### config.mk
export PLATFORM = sky130hd
export DESIGN_NAME = alu_seq_ctrl
export DESIGN_NICKNAME = d
export VERILOG_FILES = /design/src/rtl/mm_pkg.sv /design/src/rtl/alu_seq_ctrl.sv
export SDC_FILE = /design/constraint.sdc
export NUM_CORES = 1
export LEC_CHECK = 0
export CAP_MARGIN = 0
export CORE_MARGIN = 1.5
export CORE_UTILIZATION = 53
export CTS_BUF_LIST = sky130_fd_sc_hd__clkbuf_4 sky130_fd_sc_hd__clkbuf_8
export DETAILED_ROUTE_END_ITERATION = 7
export GPL_TIMING_DRIVEN = 0
export PLACE_DENSITY = 0.81
export SETUP_SLACK_MARGIN = 0.3
export SLEW_MARGIN = 20
export SYNTH_ARGS = -nofsm -noshare
export SYNTH_HDL_FRONTEND = slang
export SYNTH_SLANG_ARGS = --single-unit
### constraint.sdc
create_clock -name clk -period 2.7 [get_ports clk]
set_clock_uncertainty 0.2 [all_clocks]
set_input_delay 0.81 -clock clk [delete_from_list [all_inputs] [get_ports clk]]
set_output_delay 0.81 -clock clk [all_outputs]
set_load 0.01 [all_outputs]
### src/rtl/mm_pkg.sv
// Shared types and constants for the MAC ALU sequencer.
package mm_pkg;

    typedef enum logic [2:0] {
        ST_IDLE,
        ST_LOAD,
        ST_COMPUTE,
        ST_FLUSH,
        ST_DONE
    } state_e;

    localparam int unsigned LOAD_BEATS = 8;
    localparam int unsigned MAC_CYCLES = 32;
    localparam int unsigned ROW_CYCLES = 8;
    localparam int unsigned ALU_PH_W   = 5;

    localparam int unsigned BEAT_W  = $clog2(LOAD_BEATS);
    localparam int unsigned CYC_W   = $clog2(MAC_CYCLES);
    localparam int unsigned ROW_LSB = $clog2(ROW_CYCLES);

endpackage

### src/rtl/alu_seq_ctrl.sv
// Job sequencer for the 4-lane MAC ALU: gates input loads, runs 32 MAC cycles,
// strobes one result-RAM write per row and keeps a mirror of the ALU phase.
module alu_seq_ctrl
    import mm_pkg::*;
#(
    parameter int unsigned JOB_W = 4
) (
    input  logic             clk,
    input  logic             rst,
    input  logic             start,
    input  logic             abort,
    input  logic             in_valid,
    output logic             in_ready,
    output logic             buf_load,
    output logic [2:0]       buf_idx,
    output logic             alu_en,
    input  logic             alu_done,
    output logic             ram_we,
    output logic [JOB_W+1:0] ram_addr,
    output logic             busy,
    output logic             done,
    output logic             err
);

    state_e                state_q, state_d;
    logic [BEAT_W-1:0]     beat_q, beat_d;
    logic [CYC_W-1:0]      cyc_q, cyc_d;
    logic [ALU_PH_W-1:0]   ph_q, ph_d;
    logic [JOB_W-1:0]      job_q, job_d;
    logic                  err_q, err_d;
    logic                  ph_last;

    // Output decodes of registered state; only buf_load/buf_idx see in_valid.
    assign in_ready = (state_q == ST_LOAD);
    assign buf_load = in_valid & in_ready;
    assign buf_idx  = buf_load ? beat_q : '0;
    assign alu_en   = (state_q == ST_COMPUTE) || (state_q == ST_FLUSH);
    assign ram_we   = (state_q == ST_COMPUTE) &&
                      (cyc_q[ROW_LSB-1:0] == ROW_LSB'(ROW_CYCLES - 1));
    assign ram_addr = {job_q, cyc_q[CYC_W-1:ROW_LSB]};
    assign busy     = (state_q != ST_IDLE);
    assign done     = (state_q == ST_DONE);
    assign err      = err_q;

    assign ph_last  = (ph_q == '1);

    always_comb begin
        state_d = state_q;
        beat_d  = beat_q;
        cyc_d   = cyc_q;
        job_d   = job_q;
        err_d   = err_q;
        // The mirror free-runs with the ALU so an abort never desynchronises it.
        ph_d    = alu_en ? ph_q + ALU_PH_W'(1) : ph_q;

        if (alu_en && (alu_done != ph_last)) begin
            err_d = 1'b1;
        end

        case (state_q)
            ST_IDLE: begin
                if (start) begin
                    state_d = ST_LOAD;
                    beat_d  = '0;
                    err_d   = 1'b0;
                end
            end
            ST_LOAD: begin
                if (in_valid) begin
                    beat_d = beat_q + BEAT_W'(1);
                    if (beat_q == BEAT_W'(LOAD_BEATS - 1)) begin
                        state_d = ST_COMPUTE;
                        cyc_d   = '0;
                        if (ph_q != '0) begin
                            err_d = 1'b1;
                        end
                    end
                end
                if (abort) begin
                    state_d = (ph_d == '0) ? ST_IDLE : ST_FLUSH;
                end
            end
            ST_COMPUTE: begin
                cyc_d = cyc_q + CYC_W'(1);
                if (cyc_q == CYC_W'(MAC_CYCLES - 1)) begin
                    state_d = ST_DONE;
                end
                // Abort wins over the final cycle; flush only if the ALU is mid-phase.
                if (abort) begin
                    state_d = (ph_d == '0) ? ST_IDLE : ST_FLUSH;
                end
            end
            ST_FLUSH: begin
                if (ph_last) begin
                    state_d = ST_IDLE;
                end
            end
            ST_DONE: begin
                job_d   = job_q + JOB_W'(1);
                state_d = ST_IDLE;
            end
            default: begin
                state_d = ST_IDLE;
            end
        endcase
    end

    always_ff @(posedge clk or negedge rst) begin
        if (!rst) begin
            state_q <= ST_IDLE;
            beat_q  <= '0;
            cyc_q   <= '0;
            ph_q    <= '0;
            job_q   <= '0;
            err_q   <= 1'b0;
        end else begin
            state_q <= state_d;
            beat_q  <= beat_d;
            cyc_q   <= cyc_d;
            ph_q    <= ph_d;
            job_q   <= job_d;
            err_q   <= err_d;
        end
    end

endmodule

==> qor.yml <==
r2r.worst_path.cells: 11
seqPwrFrac: 0.287
hpwlAfterDp_um: 1615
vias: 1042
min_period_ns: 2.578
ys_warn_count: 0
grt_pass1_wl_um: 4167
root_buffer: "clkbuf_4"
swShare: 0.3845
powerDensity_nw_per_um2: 1159
routed_wirelength_um: 3095
cts.path.max_buffers: 2
synthToLayoutAreaGrowth_pct: 45.10
synthCells: 106
tightest_slew_ns: 0.5018
antenna_left: 0
synthSimpleGateAreaFrac: 0.1886
final_cell_count_no_fill: 189
synth_area_leaders: "dfrtp_1 44%, ha_1 9.5%, xor2_1 4.4%, mux2_2 3.8%, a22o_1 3.7%"
synth_top_family_by_area: "simple AND/OR/NAND/NOR gates"
synth-seq-cells: 21
placed_area_um2: 1431
max_freq_mhz: 388.0
syn_area_um2: 1187
cap_violations: 0
htreeDepth: 1
synth_xor_area_frac: 0.06639
die_area_um2: 2533
ir_drop_mv: 0.8368
syn_avg_cell_area_um2: 11.20
synth.most_common_cell: "dfrtp_1"
coreArea_um2: 2042
drcViolationCount: 0
critPathArrivalTime_ns: 1.57
synth.top_cell.area_share: 0.4426
grt_antenna_before_repair: 0
async_flop_share: 1.000
cp_slowest_cell: "dfrtp_1"
hold_class: "in2async"
numCtsBuffers: 3
rsz0062_at_grt: "yes"
crit_fanout: 5
post-place-ws_ns: -0.5119
seq_area_um2: 526.8
cts.sinks: 21
p_sw_mw: 0.7679
diodes: 0
synth_edf_count: 0
setup_viol: 0
period_share: 0.9546
synth_ff_type: "dfrtp_1"
slew_viol_final: 0
end_kind: "output port"
critPathMostFrequentCell: "buf_6"
finalSetupTns_ns: 0
hold_viol: 0
vias_per_cell: 5.513
cts_tree: "built"
synth_cell_types: 35
cp-startpoint: "state_q[1]"
layout-drive-gt1-share: 0.4198
drtIter0Drc: 24
die_w_um: 50.33
cp_cell_sequence: "buf_6 -> nor3b_4 -> buf_4 -> buf_6 -> and3_4 -> buf_6"
initial_core_util: 0.5815
cts_hold_buf: 0
crit_type: "reg2out"
ys_seq_area_frac: 0.4426
slowest_delay_ns: 0.39
portBuffers: 21
multi_input_area_um2: 619.3
overflow: 0
fin_ws_ns: 0.1225
clkPwrFrac: 0.080
cp.required_ns: 1.69
die-height_um: 50.33
clk_pin_slew_ns: 0.12
synth_compound_area_frac: 0.1085
synth_top_area_cell: "dfrtp_1"
critPathLaunchType: "flip-flop"
p_leak_nw: 0.8767
grt_pass1_vias: 938
muxShareOfSynthArea: 0.03793
power.internal_mw: 1.229
drtPass1Iterations: 4
grt_max_degree: 22
status: "completed"
combinationalPowerShare: 0.634
clkLatencyLatePin_ns: 0.31
final_nets: 178
globalplace.congestion: 0.8171
fin_area_um2: 1723
wl_per_cell_um: 16.38
fill_cells: 117
synthAdderAreaFrac: 0.09484
grt.total_usage: 0.2228
reg2reg_from: "state_q[0]"
synth_nets: 121
io_pins: 22
rows: 16
synth_common_cells: "21 x dfrtp_1, 9 x ha_1, 7 x and3_1, 6 x inv_1, 6 x xor2_1"
dp_cells: 154
relSlewSlack: 0.6654
==> power by group through the flow <==
stage,clock network [mW],registers [mW],logic (mW)
after detailed placement,0,0.577,0.840
after floorplan,0,0.563,0.565
after CTS,0.158,0.573,1.05
after global placement,0,0.568,0.814
final,0.159,0.573,1.27
after global routing,0.173,0.587,1.36
==> cells by family (layout without fill, tap and decap cells) <==
logic type,Yosys count,after routing
xor gates and xnor gates,9,9
muxes,4,4
AOI/OAI and AO/OA,18,18
DFF,21,21
and+or+nand+nor,33,33
adders and majority gates,9,9
buffers and inverters,12,68
==> worst max-delay path, delay by kind of cell (launching register included) <==
kind,cells,cell delay (ns)
buffers and inverters,4,0.47
flip-flops,1,0.39
AND/OR/NAND/NOR,2,0.39
==> layer usage <==
metal / share of wire / track usage / routed length (um) / vias to the layer above
met5: 0 / 0 / 0 / -
met4: 0.012 / 0.09910 / 36 / 0
met3: 0.026 / 0.05060 / 81 / 4
met2: 0.51 / 0.3860 / 1584 / 31
met1: 0.45 / 0.2621 / 1392 / 515
li1: - / - / - / 492
==> path summary, 6_finish.rpt <==
path | endpoint | slack, ns
worst max-delay path | buf_idx[1] | 0.12
worst min-delay path | cyc_q[0] | 0.24
worst max register to register | state_q[0] | 0.37
worst min register to register | job_q[2] | 0.32
max in group asynchronous | state_q[2] | 1.69
min in group clk | job_q[2] | 0.32
==> cell usage in the layout (no fill, tap or decap), types with 5 or more instances in the layout <==
cell type        instances
dfrtp_1                 20
buf_6                   11
buf_4                   31
nand2_1                  5
xor2_1                   6
ha_1                     9
inv_1                    6
a22o_1                   5
clkdlybuf4s50_1         10
and3_1                   5
==> flip-flops by register name, indices dropped and copies added (netlist names) <==
register	flops
state_q	3
err	1
cyc_q	5
beat_q	3
ph_q	5
job_q	4
==> stage by stage <==
| stage | hold WS (ns) | total power, mW | util |
|---|---|---|---|
| final | 0.2428 | 1.997 | 0.8438 |
| after global routing | 0.2719 | 2.118 | 0.8438 |
| after global placement | 0.2610 | 1.382 | 0.7010 |
| after floorplan | 0.2839 | 1.128 | - |
| after detailed placement | 0.2735 | 1.418 | 0.7010 |
| after CTS | 0.3120 | 1.785 | 0.7862 |
==> area by class of cell <==
cell class	instances	area share
plain buffers	6	0.03268
clock buffers	3	0.01307
clock inverters	1	0.002905
inverters	6	0.01307
multi-input cells	73	0.3595
flip-flops and latches	21	0.3057
well taps	27	0.01961
repair buffers	52	0.2534
==> timing repair <==
action | CTS | global route
setup buffers | 17 | 14
gates resized for setup | 45 | 11
pin swaps | 5 | 1
endpoints found under the setup margin | 9 | 8
Note: power is estimated with default switching activity, not from simulation.
